[config.mk]
export PLATFORM = sky130hd
export DESIGN_NAME = avr_bus_map
export DESIGN_NICKNAME = d
export VERILOG_FILES = /design/src/rtl/avr_bus_map.sv
export SDC_FILE = /design/constraint.sdc
export NUM_CORES = 1
export LEC_CHECK = 0
export ABC_AREA = 1
export CAP_MARGIN = 20
export CORE_ASPECT_RATIO = 0.6
export CORE_MARGIN = 1
export CORE_UTILIZATION = 37
export DETAILED_ROUTE_END_ITERATION = 16
export GPL_ROUTABILITY_DRIVEN = 0
export HOLD_SLACK_MARGIN = 0.06
export PLACE_DENSITY = 0.94
export SLEW_MARGIN = 20
export SYNTH_ARGS = -nofsm -noshare
export SYNTH_HDL_FRONTEND = slang
export SYNTH_SLANG_ARGS = --single-unit
[constraint.sdc]
create_clock -name clock_i -period 1.8 [get_ports clock_i]
set_clock_uncertainty 0.1 [all_clocks]
set_input_delay 0.45 -clock clock_i [delete_from_list [all_inputs] [get_ports clock_i]]
set_output_delay 0.45 -clock clock_i [all_outputs]
set_load 0.02 [all_outputs]
[src/rtl/avr_bus_map.sv]
// avr_bus_map: memory-map fabric between the AVR core data port and up to
// REGIONS memory-mapped slaves.
//   - Decodes each CPU access against per-region base/mask pairs. On overlap
//     the lowest-index region wins.
//   - Holds the one-hot slave select for the whole access and inserts
//     WAITS_i wait states.
//   - Pulses the slave write strobe for exactly one cycle per write.
//   - Returns registered read data together with a one-cycle ready pulse.
//   - Logs unmapped accesses in a saturating counter plus the last bad address.
//
// Ports:
//   clock_i, reset_i         clock (rising edge), synchronous active-high reset
//   cpu_address_i            access address
//   cpu_wdata_i              write data
//   cpu_we_i, cpu_re_i       write / read request (write wins when both are set)
//   cpu_rdata_o              read data, valid while cpu_ready_o=1
//   cpu_ready_o              one-cycle access-complete pulse
//   slv_addr_o, slv_wdata_o  latched address / write data
//   slv_sel_o                one-hot region select, held for the whole access
//   slv_we_o                 one-hot write strobe, one cycle per write
//   slv_rdata_i              packed slave read data, region i at [i*DW +: DW]
//   err_count_o, err_addr_o  saturating unmapped-access count / last bad address
module avr_bus_map #(
  parameter int                      REGIONS = 4,
  parameter int                      AW      = 16,
  parameter int                      DW      = 8,
  parameter logic [REGIONS*AW-1:0]   BASE    = {REGIONS*AW{1'b0}},
  parameter logic [REGIONS*AW-1:0]   MASK    = {REGIONS*AW{1'b0}},
  parameter logic [REGIONS*4-1:0]    WAITS   = {REGIONS*4{1'b0}},
  parameter logic [DW-1:0]           DEFAULT = {DW{1'b1}}
) (
  input  logic                  clock_i,
  input  logic                  reset_i,
  input  logic [AW-1:0]         cpu_address_i,
  input  logic [DW-1:0]         cpu_wdata_i,
  input  logic                  cpu_we_i,
  input  logic                  cpu_re_i,
  output logic [DW-1:0]         cpu_rdata_o,
  output logic                  cpu_ready_o,
  output logic [AW-1:0]         slv_addr_o,
  output logic [DW-1:0]         slv_wdata_o,
  output logic [REGIONS-1:0]    slv_sel_o,
  output logic [REGIONS-1:0]    slv_we_o,
  input  logic [REGIONS*DW-1:0] slv_rdata_i,
  output logic [7:0]            err_count_o,
  output logic [AW-1:0]         err_addr_o
);

  localparam int IW = (REGIONS > 1) ? $clog2(REGIONS) : 1;

  typedef enum logic [1:0] {S_IDLE, S_WAIT, S_DONE} state_e;

  state_e               state_q, state_d;
  logic [3:0]           cnt_q, cnt_d;
  logic                 write_q, write_d;
  logic [IW-1:0]        idx_q, idx_d;
  logic [REGIONS-1:0]   sel_q, sel_d;
  logic [AW-1:0]        addr_q, addr_d;
  logic [DW-1:0]        wdata_q, wdata_d;
  logic [DW-1:0]        rdata_q, rdata_d;
  logic [7:0]           errc_q, errc_d;
  logic [AW-1:0]        erra_q, erra_d;

  // Address decode.
  // The loop scans from the top index down, so the lowest hitting region
  // is the last one written and wins on overlap.
  logic          hit;
  logic [IW-1:0] hit_idx;

  always_comb begin
    hit     = 1'b0;
    hit_idx = '0;
    for (int i = REGIONS - 1; i >= 0; i--) begin
      if ((cpu_address_i & MASK[i*AW +: AW]) == (BASE[i*AW +: AW] & MASK[i*AW +: AW])) begin
        hit     = 1'b1;
        hit_idx = IW'(i);
      end
    end
  end

  always_comb begin
    state_d     = state_q;
    cnt_d       = cnt_q;
    write_d     = write_q;
    idx_d       = idx_q;
    sel_d       = sel_q;
    addr_d      = addr_q;
    wdata_d     = wdata_q;
    rdata_d     = rdata_q;
    errc_d      = errc_q;
    erra_d      = erra_q;
    slv_we_o    = '0;
    cpu_ready_o = 1'b0;
    case (state_q)
      S_IDLE: begin
        if (cpu_we_i || cpu_re_i) begin
          addr_d  = cpu_address_i;
          wdata_d = cpu_wdata_i;
          write_d = cpu_we_i;  // a simultaneous read is dropped
          if (hit) begin
            idx_d   = hit_idx;
            sel_d   = REGIONS'(1) << hit_idx;
            cnt_d   = WAITS[int'(hit_idx)*4 +: 4];
            state_d = S_WAIT;
          end else begin
            sel_d   = '0;
            rdata_d = DEFAULT;
            if (errc_q != 8'hFF) errc_d = errc_q + 8'd1;
            erra_d  = cpu_address_i;
            state_d = S_DONE;
          end
        end
      end
      S_WAIT: begin
        if (cnt_q != 4'd0) begin
          cnt_d = cnt_q - 4'd1;
        end else begin
          // Reset gating keeps an aborted access from strobing the slave.
          if (write_q) slv_we_o = sel_q & {REGIONS{~reset_i}};
          else         rdata_d  = slv_rdata_i[int'(idx_q)*DW +: DW];
          state_d = S_DONE;
        end
      end
      S_DONE: begin
        cpu_ready_o = ~reset_i;
        sel_d       = '0;
        state_d     = S_IDLE;
      end
      default: state_d = S_IDLE;
    endcase
  end

  always_ff @(posedge clock_i) begin
    if (reset_i) begin
      state_q <= S_IDLE;
      cnt_q   <= '0;
      write_q <= 1'b0;
      idx_q   <= '0;
      sel_q   <= '0;
      addr_q  <= '0;
      wdata_q <= '0;
      rdata_q <= DEFAULT;
      errc_q  <= '0;
      erra_q  <= '0;
    end else begin
      state_q <= state_d;
      cnt_q   <= cnt_d;
      write_q <= write_d;
      idx_q   <= idx_d;
      sel_q   <= sel_d;
      addr_q  <= addr_d;
      wdata_q <= wdata_d;
      rdata_q <= rdata_d;
      errc_q  <= errc_d;
      erra_q  <= erra_d;
    end
  end

  assign cpu_rdata_o = rdata_q;
  assign slv_addr_o  = addr_q;
  assign slv_wdata_o = wdata_q;
  assign slv_sel_o   = sel_q;
  assign err_count_o = errc_q;
  assign err_addr_o  = erra_q;

endmodule

# After elaboration in Yosys (flattened, before gate mapping)

Cells that the tools add are included.

Input bits: 60
Logic and storage cells: 39
Flip-flop bits (word level): 43

Eq/ne operators: 5
Reduce and logical (&&, ||, !) cells: 10
Add/subtract/negate cells: 1
Bitwise gates (word level): 4
Muxes and demuxes: 12

Operator list:

| operator                                         | count |
|---|---|
| two-way mux 4 bit                                | 6 |
| one-hot mux 4 bit (2 select lines)               | 2 |
| != test 2 bit, second input constant             | 3 |
| AND reduction 2 bit                              | 3 |
| AND reduction 3 bit                              | 2 |
| AND 4 bit                                        | 1 |
| two-way mux 2 bit                                | 2 |
| one-hot mux 2 bit (2 select lines)               | 1 |
| nonzero test 2 bit                               | 2 |
| nonzero test 4 bit                               | 1 |
| subtractor 4 x 1 -> 4 bit, second input constant | 1 |
| inverter 1 bit                                   | 3 |
| == test 2 x 1 -> 1 bit, second input constant    | 1 |
| == test 2 bit, second input constant             | 1 |
| logical NOT 2 bit                                | 1 |
| logical OR 1 bit                                 | 1 |
| two-way mux 1 bit                                | 1 |

# Depth between registers and ports, before layout

Gate-level depths: netlist of the first run.

Depth after elaboration: 5
Mapped depth: 8
Depth with buffers taken out: 8

# Worst setup path after synthesis of the first run

OpenSTA, ideal clock, no wires.

Path type: flip-flop to output port
From: register cnt_q[1]
To: output slv_we_o[0]
Cell stages (with the launch flop): 6
Slack: 0.291 ns
Path buffers: 0
Arrival time: 0.959 ns
Cells stage by stage: dfxtp_1 -> inv_1 -> ha_1 -> nand3_1 -> nor2_1 -> and3_1

Word-level cells in the longest chain between the ends: 3

Ends and longest elaborated chain:

| what                   | line | text |
|---|---|---|
| start, declared        | 54   | `logic [3:0] cnt_q, cnt_d;` |
| start signal, assigned | 147  | `cnt_q <= cnt_d;` |
| nonzero test 4 bit     | 115  | `if (cnt_q != 4'd0) begin` |
| two-way mux 4 bit      | 115  |  |
| two-way mux 4 bit      | 94   | `case (state_q)` |
| end, declared          | 43   | `output logic [REGIONS-1:0] slv_we_o,` |

No other way between the ends.

# Worst setup path in the final report of the first run

Ends and elaborated chain as after synthesis.

==> flow_summary.yaml, run 1 <==
status:
  outcome: "finished, violations left"
  violations: "setup timing"
critical_path:
  r2r-start: "state_q[0]"
  endpoint_kind: "output port"
  timing.rr.end: "cnt_q[3]"
  crit_type: "register to output port"
  r2r_cells: 9
  cp.required_ns: 1.25
  crit_fanout: 2
  r2r_slack_ns: 0.38
  critPathLaunchType: "register"
  crit_arrival_ns: 1.31
run:
  maxCapViolations: 0
final_layout:
  fill_cells: 400
  drive_above_1_share_pct: 16.0
  nets: 369
  areaGrowthSynthToFinish_pct: 53.6
  final_common_cell: "nor2_1"
  mostFrequentLayoutCells: "nor2_1 (54), dfxtp_1 (36), clkdlybuf4s50_1 (35)"
  fin_area_um2: 2660
  final_core_util_pct: 61.9
  antenna_cells: 0
route:
  dr.pass1.iters: 4
  drt_iter0_drc: 30
  wl_um: 4290
  drc: 0
  wl_met1_um: 1800
  antenna_left: 0
  wl_per_cell_um: 11.7
  highest_layer: "met4"
  via_per_inst: 4.44
  dr_wl_met2_um: 2130
  vias: 1628
  wl_met3_um: 281
clock_network:
  cts_tree: "built"
  clk_latency_ns: 0.28
  clock-sinks: 40
  clk_pin_slew_ns: 0.07
  ctsHtreeMaxLevel: 2
  cts_root_buffer: "clkbuf_8"
  cts_hold_repair.buffers: 0
  cts_buffers: 5
  clock_path_buffers: 2
timing:
  setup-tns-final_ns: -0.0557
  hold_violations: 0
  rsz0062_at_grt: "yes"
  fmaxAchievable_mhz: 539
  finalWorstSetupSlack_ns: -0.0557
  fin_crit_sh_pct: 103
  finalSetupViolations: 1
  slew_viol_final: 0
  period_needed_ns: 1.86
placed_design:
  place_area_um2: 2480
  dpl.hpwl_um: 3120
  io_buffers: 70
  place_ws_ns: -0.606
hold_path:
  hold_start: "cpu_rdata_o[3]"
  hold_depth: 2
  min_to: "cpu_rdata_o[3]"
  hold_path_class: "register to register"
yosys:
  ys_types: 23
  synth_area_leaders: "dfxtp_1 (46%), buf_4 (14%), nor2_1 (12%), nand2_1 (5.8%), o21ai_0 (5.8%)"
  yosysTopAreaCell: "dfxtp_1"
  synth_top_area_share_pct: 46.2
  syn_inst: 220
  syn_area_per_cell_um2: 7.88
  synth_area_um2: 1730
  ys_warn_count: 0
  synth_seq_cells: 40
  yosysSeqAreaShare_pct: 46.2
floorplan:
  coreArea_um2: 4300
  num_rows: 18
  die_y_um: 55.0
  fp.dieW_um: 90.4
  die_area_um2: 4970
  initial_utilization_pct: 40.3
  num_io_pins: 125
power:
  ir_drop_mv: 0.595
  power_density_nw_per_um2: 1330
  p_total_mw: 3.53
  power.leakage_nw: 1.42
global_route:
  grt-ovfl-total: 0
  grt_usage_pct: 17.1
  grt_max_degree: 25
  grt_pass1_vias: 1434
  grt_pass1_wl_um: 6440
  antenna_found_initial: 0
[state kept, by name, indices dropped and copies added (netlist names)]
name         flops
slv_wdata_o      8
cnt_q            4
slv_sel_o        1
state_q          2
cpu_rdata_o      8
slv_addr_o      16
write_q          1
[what timing repair did]
item / CTS / global route
pin swaps: 2 / 2
resized for setup: 28 / 30
setup buffers: 1 / 1
endpoints found under the setup margin: 11 / 25
[routing by layer]
| layer | up-vias | global-route usage, % |
|---|---|---|
| met5 | - | 0 |
| met4 | 0 | 8.33 |
| met3 | 10 | 5.87 |
| met2 | 66 | 30.8 |
| met1 | 745 | 19.1 |
| li1 | 807 | - |
[worst max-delay path, cell delays in order, from the launching register on]
cell	delay (ns)
dfxtp_2	0.32
inv_2	0.08
ha_4	0.16
nand3_4	0.08
nor2_4	0.09
and3_4	0.18
buf_6	0.11
[metrics by stage]
stage	cells	hold WS (ns)
3_3_place_gp	358	0.352
3_5_place_dp	358	0.360
2_1_floorplan	249	0.334
6_report	367	0.370
5_1_grt	367	0.410
4_1_cts	366	0.381
[Yosys cell counts]
| library cell | count |
|---|---|
| and3_1 | 1 |
| o21ai_2 | 1 |
| o21ai_0 | 20 |
| nand3_1 | 12 |
| a21oi_2 | 1 |
| nor2_4 | 3 |
| a21oi_1 | 4 |
| clkbuf_1 | 2 |
| inv_1 | 5 |
| inv_2 | 1 |
| buf_2 | 1 |
| nand2_2 | 2 |
| nand2_1 | 27 |
| o21ai_4 | 1 |
| buf_6 | 1 |
| inv_4 | 1 |
| ha_1 | 2 |
| nor2_1 | 56 |
| dfxtp_1 | 40 |
| buf_4 | 33 |
| nor3_1 | 1 |
| conb_1 | 1 |
| o21ai_1 | 4 |
[area by class of cell]
| class | count | area (um^2) | share of cell area (%) |
|---|---|---|---|
| clock buffer | 5 | 68.8 | 2.59 |
| clock inverter | 2 | 12.5 | 0.470 |
| multi-input combinational | 165 | 781 | 29.3 |
| tap | 60 | 75.1 | 2.82 |
| inverter | 7 | 28.8 | 1.08 |
| sequential | 40 | 806 | 30.3 |
| timing repair buffer | 88 | 890 | 33.4 |
[report_power, final]
part           leakage [nW]  internal [mW]  switching [mW]  total (mW)
registers             0.333           1.14           0.130        1.27
clock network        0.0400          0.262           0.292       0.555
logic                  1.05          0.739           0.973        1.71
total                  1.42           2.14            1.39        3.53
[worst max-delay path by stage]
stage,to,start,slack [ns],cells past startpoint
3_5_place_dp,slv_we_o[0],reset_i,-0.61,4
2_1_floorplan,slv_we_o[0],cnt_q[1],0.29,5
6_report,slv_we_o[0],cnt_q[1],-0.06,6
5_1_grt,slv_we_o[0],cnt_q[1],-0.12,6
3_3_place_gp,slv_we_o[0],reset_i,-0.52,4
4_1_cts,slv_we_o[0],cnt_q[0],-0.09,6
[cells by family (layout without fill, tap and decap cells)]
group / after synthesis / in the layout / synth area share, %
other cells: 1 / 30 / 0.216
compound gates: 31 / 31 / 10.0
buf+inv: 44 / 102 / 17.3
flops: 40 / 40 / 46.2
fa+ha+maj: 2 / 2 / 1.44
simple gates: 102 / 102 / 24.8
Note: power is estimated with default switching activity, not from simulation.
==> run 2, diff against run 1 <==
GPL_TIMING_DRIVEN = 0   (was default)
REMOVE_ABC_BUFFERS = 1   (was default)
==> run 2 against run 1 <==
Net effect: cell area shrank 1.9%; via count shrank 5.6%; the flow still finishes with violations (setup timing); combinational power shrank 5%; register-to-register slack is essentially flat; total power shrank 0.66%; largest power group unchanged; clock power grew 8.8%; worst hold slack lost 0.0018 ns; sequential share of layout area grew 0.53 points; critical path depth is the same; worst setup slack lost 0.086 ns; sequential cell count is the same; maximum frequency shrank 4.4%.
==> flow_summary.yaml, run 2 (same netlist as run 1, synthesis figures left out) <==
critical_path:
  critPathLaunchType: "register"
  crit_type: "register to output port"
  timing.rr.end: "slv_addr_o[10]"
  r2r_cells: 6
  crit_arrival_ns: 1.39
  endpoint_kind: "output port"
  critPathTopFamily: "simple AND/OR/NAND/NOR gates"
  crit_fanout: 3
  cp.required_ns: 1.25
  r2r-start: "state_q[1]"
  r2r_slack_ns: 0.37
  crit_buf_inv: 2
  crit_slowest_cell: "dfxtp_2"
  path_cells: "inv_2, nor2_4, nand3_2, nor2_2, and3_4, buf_6"
  slowest_delay_ns: 0.36
final_layout:
  largest_reg_flops: 16
  areaGrowthSynthToFinish_pct: 50.7
  drive_above_1_share_pct: 13.8
  fill_cells: 400
  final_common_cell: "nor2_1"
  nets: 359
  antenna_cells: 0
  mostFrequentLayoutCells: "nor2_1 (54), dfxtp_1 (37), clkdlybuf4s50_1 (35)"
  final_core_util_pct: 60.7
power:
  ir_drop_mv: 0.754
  pwr-share-seq_pct: 36.4
  pwr-share-clk_pct: 17.2
  power_density_nw_per_um2: 1340
  p_int_mw: 2.11
  swShare_pct: 39.9
  pwr-share-comb_pct: 46.4
  p_switching_mw: 1.40
  power.leakage_nw: 1.43
timing:
  hold_violations: 0
  finalSetupViolations: 1
  fin_crit_sh_pct: 108
  worst_slew_pin_slew_ns: 0.518
  fmaxAchievable_mhz: 515
  fin_hold_ws_ns: 0.368
  rsz0062_at_grt: "yes"
  slew_headroom_pct: 65.4
  finalWorstSetupSlack_ns: -0.142
  period_needed_ns: 1.94
  slew_viol_final: 0
floorplan:
  num_rows: 18
  die_y_um: 55.0
  num_io_pins: 125
  coreArea_um2: 4300
  fp.dieW_um: 90.4
  initial_utilization_pct: 40.3
  die_area_um2: 4970
global_route:
  grt.busiest_layer: "met2"
  grt-ovfl-total: 0
  grt_pass1_wl_um: 6640
  use_met2_pct: 30.7
  globalRouteMet3Util_pct: 6.28
  use_met1_pct: 21.7
  grt_pass1_vias: 1402
  antenna_found_initial: 0
  grt_max_degree: 35
  grt_usage_pct: 17.6
status:
  outcome: "finished, violations left"
  violations: "setup timing"
clock_network:
  cts_root_buffer: "clkbuf_8"
  clock_path_buffers: 2
  cts_hold_repair.buffers: 0
  clk_pin_slew_ns: 0.08
  cts_tree: "built"
  clock-sinks: 40
  cts_buffers: 5
  ctsHtreeMaxLevel: 2
  clk_latency_ns: 0.28
run:
  maxCapViolations: 0
route:
  dr.pass1.iters: 4
  wl_um: 4410
  antenna_left: 0
  drc: 0
  wl_per_cell_um: 12.3
  drt_iter0_drc: 31
  via_per_inst: 4.29
  vias: 1537
placed_design:
  dpl.hpwl_um: 2810
  place_ws_ns: -0.692
  io_buffers: 70
hold_path:
  hold_depth: 2
  min_to: "cpu_rdata_o[4]"
  hold_path_class: "register to register"
  hold_start: "cpu_rdata_o[4]"
[run 2: what timing repair did]
item | in CTS | in global routing
buffers inserted | 2 | 5
setup endpoints to repair | 42 | 54
gates cloned | 1 | 0
resized for setup | 18 | 41
pin swaps | 1 | 3
[run 2: power groups by stage]
stage | sequential (mW) | clock (mW) | combinational [mW]
floorplan | 1.53 | 0 | 0.648
global placement | 1.28 | 0 | 1.49
detailed placement | 1.29 | 0 | 1.52
CTS | 1.28 | 0.621 | 1.58
global route | 1.31 | 0.665 | 1.80
finish | 1.28 | 0.604 | 1.63
[run 2: how the worst max path moves through the flow]
stage               startpoint          end  cells past startpoint
finish              state_q[0]  slv_we_o[0]                      6
global route        state_q[0]  slv_we_o[0]                      6
CTS                   cnt_q[1]  slv_we_o[0]                      6
detailed placement     reset_i  slv_we_o[0]                      4
global placement       reset_i  slv_we_o[0]                      4
floorplan             cnt_q[1]  slv_we_o[0]                      5
[run 2: per-layer routing]
| metal | part of all wire (%) | up-vias |
|---|---|---|
| met2 | 47 | 48 |
| met1 | 46 | 691 |
| li1 | - | 794 |
| met3 | 6.7 | 4 |
| met5 | 0 | - |
| met4 | 0.48 | 0 |
[run 2: worst min-delay path: cells and delay by family, from the launching register on]
kind	cells	cell delay, ns
flops	1	0.33
simple gates	2	0.11
[run 2: area by class of cell]
| cell class | instances | area [um^2] | share of cell area, % |
|---|---|---|---|
| Clock buffer | 6 | 82.6 | 3.16 |
| Clock inverter | 2 | 10.0 | 0.383 |
| Inverter | 7 | 35.0 | 1.34 |
| Multi-Input combinational cell | 166 | 785 | 30.0 |
| Sequential cell | 40 | 805 | 30.8 |
| Tap cell | 60 | 75.1 | 2.87 |
| Timing Repair Buffer | 77 | 820 | 31.4 |
[run 2: stage by stage]
step | instance area [um^2] | std cells | total power, mW | TNS (ns)
after global routing | 2610 | 358 | 3.77 | -0.223
after detailed placement | 2350 | 342 | 2.81 | -18.49
final | 2610 | 358 | 3.51 | -0.142
after floorplan | 1570 | 212 | 2.18 | 0
after global placement | 2350 | 342 | 2.77 | -17.06
after CTS | 2460 | 353 | 3.47 | -0.110
==> run 3, diff against run 2 <==
CORE_MARGIN = 2   (was 1)
==> run 3 against run 2 <==
Net effect: first-iteration DRC count up 48%; the flow still finishes with violations (setup timing); critical path type unchanged; worst setup slack better by 0.076 ns; via count grew 2.4%.
==> flow_summary.yaml, run 3 (same netlist as run 1, synthesis figures left out) <==
global_route:
  grt_max_degree: 35
  grt-ovfl-total: 0
  grt_usage_pct: 16.4
  antenna_found_initial: 0
  grt_pass1_vias: 1445
  grt_pass1_wl_um: 6760
critical_path:
  critPathLaunchType: "register"
  endpoint_kind: "output port"
  crit_type: "register to output port"
  crit_fanout: 3
  crit_arrival_ns: 1.32
  cp.required_ns: 1.25
  r2r_slack_ns: 0.37
route:
  dr.pass1.iters: 4
  drt_iter0_drc: 46
  wl_um: 4210
  drc: 0
  via_per_inst: 4.36
  antenna_left: 0
  wl_per_cell_um: 11.7
  vias: 1574
floorplan:
  die_y_um: 57.0
  num_rows: 19
  coreArea_um2: 4540
  fp.dieW_um: 92.4
  num_io_pins: 125
  die_area_um2: 5260
  initial_utilization_pct: 38.2
timing:
  worst_slew_pin_slew_ns: 0.594
  fin_crit_sh_pct: 104
  slew_viol_final: 0
  fmaxAchievable_mhz: 536
  setup-tns-final_ns: -0.0654
  period_needed_ns: 1.87
  hold_violations: 0
  finalWorstSetupSlack_ns: -0.0654
  finalSetupViolations: 1
  slew_headroom_pct: 60.4
  fin_hold_ws_ns: 0.372
  rsz0062_at_grt: "yes"
final_layout:
  largest_reg_flops: 16
  antenna_cells: 0
  fill_cells: 391
  mostFrequentLayoutCells: "nor2_1 (55), dfxtp_1 (36), clkdlybuf4s50_1 (36)"
  drive_above_1_share_pct: 13.1
  nets: 360
  final_common_cell: "nor2_1"
  areaGrowthSynthToFinish_pct: 49.9
power:
  power.leakage_nw: 1.45
  power_density_nw_per_um2: 1330
  p_total_mw: 3.44
  ir_drop_mv: 0.673
clock_network:
  cts_root_buffer: "clkbuf_8"
  cts_buffers: 5
  clock_path_buffers: 2
  ctsHtreeMaxLevel: 2
  cts_tree: "built"
  clock-sinks: 40
  clk_latency_ns: 0.28
  clk_pin_slew_ns: 0.08
placed_design:
  io_buffers: 70
  dpl.hpwl_um: 2790
hold_path:
  hold_path_class: "register to register"
status:
  violations: "setup timing"
  outcome: "finished, violations left"
run:
  maxCapViolations: 0
[run 3: worst max-delay path, stage by stage (launching register included)]
cell     delay, ns
dfxtp_1       0.33
nor2_1        0.20
nand3_2       0.10
nor2_2        0.10
and3_4        0.18
buf_6         0.11
[run 3: path summary, 6_finish.rpt]
kind,cells after the start,from,end
max reg2reg,7,cnt_q[3],cpu_rdata_o[1]
min,2,cpu_rdata_o[1],cpu_rdata_o[1]
min reg2reg,2,cpu_rdata_o[1],cpu_rdata_o[1]
max,5,cnt_q[3],slv_we_o[0]
[run 3: metrics by stage]
stage / instance area [um^2] / setup WS (ns) / util [%] / instances
2_1_floorplan: 1570 / 0.291 / - / 212
3_3_place_gp: 2350 / -0.689 / 51.7 / 345
3_5_place_dp: 2350 / -0.694 / 51.7 / 345
4_1_cts: 2480 / -0.0864 / 54.6 / 357
5_1_grt: 2600 / -0.126 / 57.2 / 361
6_report: 2600 / -0.0654 / 57.2 / 361
[run 3: cell type report]
type                       instances  area [um^2]  share of cell area (%)
multi-input combinational        166          774                    29.8
clock buffer                       6         72.6                    2.79
sequential                        40          806                    31.0
tap                               63         78.8                    3.03
timing repair buffer              78          826                    31.8
inverter                           7         35.0                    1.35
clock inverter                     1         5.00                   0.193
[run 3: timing repair]
action,in CTS,in global routing
pin swaps,3,4
endpoints found under the setup margin,42,53
hold buffers,0,0
setup buffers,4,4
cloned,1,0
gates resized for setup,18,37
[run 3: power by group]
part           internal [mW]  switching, mW
registers               1.14          0.138
logic                  0.664          0.951
clock network          0.264          0.287
total                   2.07           1.38
[run 3: routing by layer]
| metal | GRT usage, % | wire (um) |
|---|---|---|
| met1 | 19.9 | 1890 |
| met2 | 27.2 | 1990 |
| met4 | 4.26 | 0 |
| met5 | 0 | 0 |
| met3 | 6.87 | 331 |
